==> src/rtl/serial_adder_ctrl.sv <==
// Bit-serial adder controller: one full-adder slice (two half adders plus an OR)
// is reused over WIDTH cycles to form (a+b) mod 2**WIDTH and the carry out.
module serial_adder_ctrl #(
    parameter int WIDTH = 8,
    parameter int CNT_W = 5
) (
    input  logic             clk,
    input  logic             rst_n,
    input  logic             start,
    input  logic [WIDTH-1:0] a,
    input  logic [WIDTH-1:0] b,
    output logic             busy,
    output logic             done,
    output logic [WIDTH-1:0] sum,
    output logic             cout
);

    typedef enum logic [1:0] {
        IDLE = 2'd0,
        RUN  = 2'd1,
        DONE = 2'd2
    } state_t;

    state_t           state;
    state_t           state_nxt;
    logic [WIDTH-1:0] shreg_a;
    logic [WIDTH-1:0] shreg_b;
    logic [WIDTH-1:0] result;
    logic             carry;
    logic [CNT_W-1:0] cnt;

    logic s1;
    logic c1;
    logic s;
    logic c2;
    logic cnext;
    logic last_bit;

    // Full-adder slice over the LSBs of the operand shift registers.
    assign s1       = shreg_a[0] ^ shreg_b[0];
    assign c1       = shreg_a[0] & shreg_b[0];
    assign s        = s1 ^ carry;
    assign c2       = s1 & carry;
    assign cnext    = c1 | c2;
    assign last_bit = (cnt == CNT_W'(WIDTH - 1));

    always_comb begin
        state_nxt = state;
        case (state)
            IDLE:    if (start) state_nxt = RUN;
            RUN:     if (last_bit) state_nxt = DONE;
            DONE:    state_nxt = IDLE;
            default: state_nxt = IDLE;
        endcase
    end

    always_ff @(posedge clk) begin
        if (!rst_n) begin
            state <= IDLE;
        end else begin
            state <= state_nxt;
        end
    end

    always_ff @(posedge clk) begin
        if (!rst_n) begin
            shreg_a <= '0;
            shreg_b <= '0;
            result  <= '0;
            carry   <= 1'b0;
            cnt     <= '0;
            sum     <= '0;
            cout    <= 1'b0;
        end else begin
            case (state)
                IDLE: begin
                    if (start) begin
                        shreg_a <= a;
                        shreg_b <= b;
                        carry   <= 1'b0;
                        cnt     <= '0;
                    end
                end
                RUN: begin
                    shreg_a <= {1'b0, shreg_a[WIDTH-1:1]};
                    shreg_b <= {1'b0, shreg_b[WIDTH-1:1]};
                    result  <= {s, result[WIDTH-1:1]};
                    carry   <= cnext;
                    cnt     <= cnt + CNT_W'(1);
                    // The final sum bit is folded in directly, so the port sees only complete results.
                    if (last_bit) begin
                        sum  <= {s, result[WIDTH-1:1]};
                        cout <= cnext;
                    end
                end
                default: ;
            endcase
        end
    end

    // Handshake outputs are registered copies of the state, one cycle behind it.
    always_ff @(posedge clk) begin
        if (!rst_n) begin
            busy <= 1'b0;
            done <= 1'b0;
        end else begin
            busy <= (state == RUN);
            done <= (state == DONE);
        end
    end

endmodule

==> config.mk <==
export PLATFORM = sky130hd
export DESIGN_NAME = serial_adder_ctrl
export DESIGN_NICKNAME = d
export VERILOG_FILES = /design/src/rtl/serial_adder_ctrl.sv
export SDC_FILE = /design/constraint.sdc
export NUM_CORES = 1
export LEC_CHECK = 0
export BUFFER_PORTS_ARGS = -buffer_cell sky130_fd_sc_hd__buf_2
export CORE_MARGIN = 4
export CORE_UTILIZATION = 54
export DETAILED_ROUTE_END_ITERATION = 7
export PLACE_DENSITY_LB_ADDON = 0.08
export REMOVE_ABC_BUFFERS = 1
export SKIP_LAST_GASP = 1
export SYNTH_ARGS = -nofsm -noshare
export SYNTH_HDL_FRONTEND = slang
export SYNTH_SLANG_ARGS = --single-unit
==> constraint.sdc <==
create_clock -name clk -period 1.9 [get_ports clk]
set_clock_uncertainty 0.1 [all_clocks]
set_input_delay 0 -clock clk [delete_from_list [all_inputs] [get_ports clk]]
set_output_delay 0 -clock clk [all_outputs]
set_load 0.05 [all_outputs]
Word-level counts from Yosys, hierarchy flattened
Index checks and enable logic that the tools add are counted.

Flip-flop bits (word level): 43. Input port bits: 19. Output and inout port bits: 11. Word-level logic and storage cells: 37.

$add $sub $neg: 1. Eq/ne operators: 5. Multiplexer cells: 11. Bitwise gates (word level): 5. Reduce and logical (&&, ||, !) cells: 5.

Operators by type and width (number): $pmux W8 S2 (2); $mux W8 (2); $pmux W5 S2 (1); $reduce_and A2 Y1 (3); $add A5 B1 Y5 const B (1); $eq A5 B3 Y1 const B (1); $mux W5 (1); $mux W2 (2); $ne A2 B2 Y1 const B (2); $pmux W2 S2 (1); $and A1 B1 Y1 (2); $eq A2 B1 Y1 const B (1); $eq A2 B2 Y1 const B (1); $logic_not A2 Y1 (1); $pmux W1 S2 (1); $reduce_bool A2 Y1 (1); $xor A1 B1 Y1 (2); $mux W1 (1); $or A1 B1 Y1 (1).

Depth between registers and ports, before layout
Gate-level depths: netlist of run 1.

Word-level depth: 4. Depth in mapped cells: 5. Depth with buffers taken out: 4.

Worst setup path before layout of run 1
Ideal clock, no wire load.

Path type: register to register. Start point: register cnt[0]. End point: register cout. Setup time: 0.072 ns. Arrival time: 1.207 ns. Data required time: 1.728 ns. Path slack: 0.522 ns. Cell stages (with the launch flop): 6. Path buffers: 1. Clock period less this slack: 1.378 ns. Cells stage by stage: dfxtp_1 -> ha_1 -> nand2_1 -> nor4_4 -> buf_6 -> mux2i_1.

Longest elaborated chain between the ends: 2.

Ends and longest elaborated chain: start: declaration (RTL line 30) `logic [CNT_W-1:0] cnt;`; start signal: assignment (RTL line 89) `cnt <= cnt + CNT_W'(1);`; $eq A5 B3 Y1 (RTL line 45) `assign last_bit = (cnt == CNT_W'(WIDTH - 1));`; $reduce_and A2 Y1 (no source line); end signal: assignment (RTL line 93) `cout <= cnext;`; end: declaration (RTL line 15) `output logic cout`.

No other way between the ends. A chain may end at the register's enable or synchronous reset.

Final worst setup path of run 1
Start point: register cnt[0]. End point: register sum[0].

Longest elaborated chain between the ends: 2.

Ends and longest elaborated chain: $eq A5 B3 Y1 (RTL line 45); $reduce_and A2 Y1 (no source line); end signal: assignment (RTL line 92) `sum <= {s, result[WIDTH-1:1]};`; end: declaration (RTL line 14) `output logic [WIDTH-1:0] sum,`.

No other way between the ends.

==> reports/results.ini, run 1 <==
[cts]
cts_setup_buffers = 0
path_clk_slew_ns = 0.12
post_cts_resized = 0
cts_sinks = 42
cts_tree = built
numCtsBuffers = 5
htreeDepth = 2
clk_latency_ns = 0.34
clockRootBuffer = clkbuf_4
clock_path_buffers = 2
hold_buffers = 16

[placement]
port_buffers = 29
finalWeightedCongestion = 0.778
place_inst = 263
dpl.hpwl_um = 2260

[die]
rows = 20
die-area_um2 = 4100
fp.dieH_um = 64.0
die-width_um = 64.0
boundaryPins = 30
core_area_um2 = 3030
start_util_pct = 56.0

[synthesis]
syn-cell-area_um2 = 1700
synth_edf_count = 0
yosys_warnings = 0
ys_types = 27
syn_inst = 198
ys_async_sr_fraction_pct = 0
ys_ff_latch = 42
yosysSeqAreaShare_pct = 49.6
avgSynthCellArea_um2 = 8.56
synth_ff_type = dfxtp_1
synth_top_area_share_pct = 49.6
synth_area_leaders = dfxtp_1, nand2_1, a21oi_1
yosys.area.top_type = dfxtp_1

[critical_path]
cpMaxStageDelayCell = dfxtp_1
worstPathRequired_ns = 2.08
r2r_end = sum[0]
critPathMaxStageDelay_ns = 0.39
crit_family = flip-flops
reg2reg_slack_ns = 0.35
crit_chain = ha_1, nand2_1, nor4_4, buf_4, mux2i_1
worstSetupPathType = flip-flop to flip-flop
r2r_cells = 5
critPathArrivalTime_ns = 1.72
worst-path-max-fanout = 9
critPathCaptureType = flip-flop
rr_startpoint = cnt[0]
worst_setup_path_start_kind = flip-flop
cp_num_buf_inv = 1

[global_routing]
track_usage_pct = 18.4
grt_max_degree = 33
grt_first_pass_wirelength_um = 6020
antenna_found_initial = 0
first_global_vias = 1421
grt_overflow_total = 0

[sta]
period_needed_ns = 1.55
tightest_slew_ns = 0.450
fin_crit_sh_pct = 81.4
setup_viol = 0
final_hold_viol_count = 0
drv_slew = 0
fin_tns_setup_ns = 0
relSlewSlack_pct = 69.8
rsz0062_at_grt = false
fmax_ghz = 0.647

[detailed_routing]
post_drt_wl_per_cell_um = 11.8
num_vias = 1489
via_per_inst = 5.19
drt_iter0_drc = 40
ant_nets = 0
remaining_drc_errors = 0
wirelength_um = 3390
drt_pass1_iterations = 4

[power]
ir_drop_mv = 0.605
pwr-share-clk_pct = 31.9
p_seq_share_pct = 56.9
total_power_mw = 1.65
power_density_nw_per_um2 = 781
p_comb_share_pct = 11.2
p_switching_mw = 0.394
switching_share_pct = 23.9
p_leak_nw = 0.843
p_int_mw = 1.25

[hold_path]
hold_path_end = result[6]
hold_path_depth = 3
hp-class = primary input to flip-flop
hp-start = rst_n

[final_layout]
multiInputGateArea_um2 = 766
seq_area_um2 = 841
nNetsFinal = 263
fin_util_pct = 69.6
mostFrequentLayoutCell = nand2_1
drive_above_1_share_pct = 18.5
mostFrequentLayoutCells = nand2_1, dfxtp_1, a21oi_1, buf_2, dlygate4sd3_1
n_antenna_cell = 0
area_growth_pct = 24.3
fill_cells = 243
finalNonFillerCells = 287

[outcome]
outcome = finished clean

[job]
cap_violations = 0

-- power groups by stage --
| stage | Clock, mW | Combinational, mW | Sequential (mW) |
|---|---|---|---|
| final | 0.525 | 0.185 | 0.936 |
| after global routing | 0.577 | 0.210 | 0.942 |
| after CTS | 0.544 | 0.185 | 0.936 |
| after detailed placement | 0 | 0.159 | 0.956 |
| after global placement | 0 | 0.154 | 0.954 |
| after floorplan | 0 | 0.0896 | 0.955 |
-- cell type report --
type / count / area share, %
multi-input combinational: 141 / 36.3
timing repair buffer: 51 / 17.2
tap: 44 / 2.61
sequential: 42 / 39.9
inverter: 1 / 0.178
clock buffer: 8 / 3.74
-- per-stage QoR --
step / setup WS [ns] / instance area (µm²) / hold WS, ns
CTS: 0.332 / 2110 / 0.0153
floorplan: 0.113 / 1610 / 0.0335
global placement: 0.444 / 1870 / 0.139
global route: 0.243 / 2110 / 0.0554
finish: 0.354 / 2110 / 0.0307
detailed placement: 0.362 / 1870 / 0.144
-- synthesized netlist by cell type, types with 2 or more instances --
library cell  count
or3_1             2
nand2_1          49
buf_6             3
o21ai_0          14
nor3_1            2
nor2_1            6
nand3_1           4
a31oi_1           2
clkbuf_1          5
a22oi_1           4
dfxtp_1          42
mux2i_1          10
buf_2             5
a21oi_1          36
nor3b_1           2
-- kinds of logic after synthesis --
family	synth area share [%]
simple gates	18.0
compound gates	19.3
flops	49.6
buf+inv	5.24
mux	5.90
fa+ha+maj	1.92
-- worst register-to-register path, cell delays in order, from the launching register on --
cell	delay, ns
dfxtp_1	0.39
ha_1	0.22
nand2_1	0.12
nor4_4	0.21
buf_4	0.23
mux2i_1	0.21
-- state kept, by name (all words and copies together) (netlist names) --
signal and count:
busy 1, carry 1, cnt 5, cout 1
done 1, result 7, shreg_a 8, shreg_b 8
state 2, sum 8
-- per-layer routing --
| layer | routed length [µm] | share of wire [%] | vias up | track usage (%) |
|---|---|---|---|---|
| met5 | 0 | 0 | - | 0 |
| met3 | 183 | 5.4 | 4 | 4.22 |
| li1 | - | - | 764 | - |
| met2 | 1660 | 49 | 33 | 31.7 |
| met1 | 1520 | 45 | 688 | 21.9 |
| met4 | 21 | 0.62 | 0 | 7.28 |
-- how the worst max path moves through the flow --
| stage | slack [ns] | endpoint | depth (start not counted) | from |
|---|---|---|---|---|
| floorplan | 0.11 | cout | 3 | state[0] |
| global placement | 0.44 | cout | 5 | cnt[0] |
| detailed placement | 0.36 | cout | 5 | cnt[0] |
| CTS | 0.33 | sum[0] | 5 | cnt[0] |
| global route | 0.24 | sum[3] | 5 | cnt[0] |
| finish | 0.35 | sum[0] | 5 | cnt[0] |
Note: power is estimated with default switching activity, not from simulation.
==> inputs of run 2 (changes only) <==
Settings changed: CORE_UTILIZATION 54 to 49.
Clock period 1.9 ns to 1.38 ns, I/O delays scaled along.
==> run 2 against run 1 <==
- power grew 43%
- die area grew 8.9%
- first-iteration DRC count grew 35%
- final cell count grew 5.6%
- sequential power grew 38%
- sequential share of layout area shrank 3.2 points
- largest cell class unchanged
- design area grew 9.3%
- non-clock buffer count grew 14
- critical endpoint is now cnt[4]
==> reports/results.ini, run 2 (same netlist as run 1, synthesis figures left out) <==
[detailed_routing]
post_drt_wl_per_cell_um = 12.6  ; was 11.8 µm
wl_met1_um = 1670  ; was 1520 µm
drt_pass1_iterations = 5  ; was 4
wl_met3_um = 169  ; was 183 µm
num_vias = 1577  ; was 1489
via_per_inst = 5.20  ; was 5.19
drt_iter0_drc = 54  ; was 40
remaining_drc_errors = 0  ; unchanged
met2WireLength_um = 1880  ; was 1660 µm
wirelength_um = 3800  ; was 3390 µm
dr.max_layer_used = met4  ; unchanged
ant_nets = 0  ; unchanged

[die]
rows = 21  ; was 20
fp.dieH_um = 66.8  ; was 64.0 µm
core_area_um2 = 3340  ; was 3030 µm²
die-area_um2 = 4460  ; was 4100 µm²
die-width_um = 66.8  ; was 64.0 µm
boundaryPins = 30  ; unchanged
start_util_pct = 50.8  ; was 56.0%

[critical_path]
critPathArrivalTime_ns = 1.53  ; was 1.72 ns
reg2reg_slack_ns = 0.02  ; was 0.35 ns
r2r_end = cnt[4]  ; was sum[0]
worst_setup_path_start_kind = flip-flop  ; unchanged
rr_startpoint = cnt[1]  ; was cnt[0]
worstPathRequired_ns = 1.55  ; was 2.08 ns
worst-path-max-fanout = 2  ; was 9
critPathCaptureType = flip-flop  ; unchanged
r2r_cells = 5  ; unchanged
worstSetupPathType = flip-flop to flip-flop  ; unchanged

[final_layout]
drive_above_1_share_pct = 27.6  ; was 18.5%
n_antenna_cell = 0  ; unchanged
nNetsFinal = 277  ; was 263
mostFrequentLayoutCell = nand2_1  ; unchanged
multiInputGateArea_um2 = 828  ; was 766 µm²
fin_util_pct = 69.0  ; was 69.6%
area_growth_pct = 35.9  ; was 24.3%
finalNonFillerCells = 303  ; was 287
seq_area_um2 = 846  ; was 841 µm²
largestRegisters = shreg_a (8), shreg_b (8), sum (8)  ; unchanged
fill_cells = 280  ; was 243
mostFrequentLayoutCells = nand2_1, dfxtp_1, a21oi_1, buf_2, buf_4  ; was nand2_1, dfxtp_1, a21oi_1, buf_2, dlygate4sd3_1

[cts]
cts_sinks = 42  ; unchanged
cts_tree = built  ; unchanged
clk_latency_ns = 0.35  ; was 0.34 ns
clockRootBuffer = clkbuf_4  ; unchanged
numCtsBuffers = 5  ; unchanged
htreeDepth = 2  ; unchanged
path_clk_slew_ns = 0.12  ; about the same
clock_path_buffers = 2  ; unchanged

[global_routing]
grt_overflow_total = 0  ; unchanged
grt_max_degree = 33  ; unchanged
antenna_found_initial = 0  ; unchanged
grt_first_pass_wirelength_um = 6280  ; was 6020 µm
first_global_vias = 1473  ; was 1421
track_usage_pct = 18.6  ; was 18.4%

[hold_path]
hold_path_depth = 4  ; was 3
hp-start = start  ; was rst_n
hold_path_end = shreg_b[7]  ; was result[6]
hp-class = primary input to flip-flop  ; unchanged

[sta]
drv_slew = 0  ; unchanged
setup_viol = 0  ; unchanged
relSlewSlack_pct = 63.6  ; was 69.8%
fin_crit_sh_pct = 98.8  ; was 81.4%
fmax_ghz = 0.734  ; was 0.647 GHz
period_needed_ns = 1.36  ; was 1.55 ns
tightest_slew_ns = 0.542  ; was 0.450 ns
rsz0062_at_grt = true  ; was false
final_hold_viol_count = 0  ; unchanged

[placement]
dpl.hpwl_um = 2390  ; was 2260 µm
place_inst = 274  ; was 263
port_buffers = 29  ; unchanged
finalWeightedCongestion = 0.763  ; was 0.778

[job]
cap_violations = 0  ; unchanged

[power]
power_density_nw_per_um2 = 1020  ; was 781 nW/µm²
p_leak_nw = 0.941  ; was 0.843 nW
ir_drop_mv = 0.687  ; was 0.605 mV

[outcome]
outcome = finished clean  ; unchanged

[run 2: cell count changes in the layout (fill, tap and decap cells not counted), sizes merged]
cell      previous run  this run
bufinv               0         1
clkbuf               8         7
buf                 35        48
clkinvlp             0         1
[run 2: area by class of cell]
class | instances | share of cell area, %
flip-flops and latches | 42 | 36.7
multi-input cells | 141 | 36.0
repair buffers | 65 | 21.2
well taps | 46 | 2.50
clock buffers | 6 | 1.79
clock inverters | 2 | 1.63
inverters | 1 | 0.163
[run 2: report_power, final]
| part | switching (mW) | internal (mW) | total [mW] |
|---|---|---|---|
| Sequential | 0.0280 | 1.26 | 1.29 |
| Combinational | 0.151 | 0.140 | 0.291 |
| Clock | 0.390 | 0.382 | 0.772 |
[run 2: critical path, stage by stage, from the launching register on]
cell and delay, ns:
dfxtp_2 0.38, ha_4 0.16, buf_6 0.11, nand3_4 0.05
or3_1 0.34, a31oi_1 0.15
[run 2: repair_timing]
item                                    4_1_cts  5_1_grt
buffers inserted                              3        2
hold buffers                                 16        0
pin swaps                                     3        3
gates cloned                                  1        0
resized for setup                             9       11
hold endpoints to repair                     16        0
endpoints found under the setup margin        9       23
[run 2: per-stage QoR]
stage | setup TNS, ns | cell area (µm²) | setup WS, ns | hold slack, ns | power, mW
after floorplan | -8.09 | 1610 | -0.407 | 0.0335 | 1.44
after global placement | 0 | 1950 | 0.0243 | 0.139 | 1.54
after detailed placement | -0.0887 | 1950 | -0.0442 | 0.148 | 1.55
after CTS | -0.00649 | 2280 | -0.00649 | 0.00604 | 2.36
after global routing | -0.361 | 2300 | -0.0764 | 0.0498 | 2.47
final | 0 | 2300 | 0.0167 | 0.0342 | 2.35
[run 2: worst max path at each step]
| stage | from | to | slack [ns] | cells after the start |
|---|---|---|---|---|
| 3_5_place_dp | cnt[0] | sum[1] | -0.04 | 5 |
| 3_3_place_gp | cnt[0] | sum[6] | 0.02 | 5 |
| 4_1_cts | cnt[1] | sum[1] | -0.006 | 6 |
| 5_1_grt | cnt[1] | cnt[4] | -0.08 | 5 |
| 2_1_floorplan | state[0] | cout | -0.41 | 3 |
| 6_report | cnt[1] | cnt[4] | 0.02 | 5 |
[run 2: per-layer routing]
metal / up-vias / track usage, %
li1: 793 / -
met1: 733 / 21.4
met2: 41 / 32.1
met3: 10 / 4.22
met4: 0 / 9.14
met5: - / 0
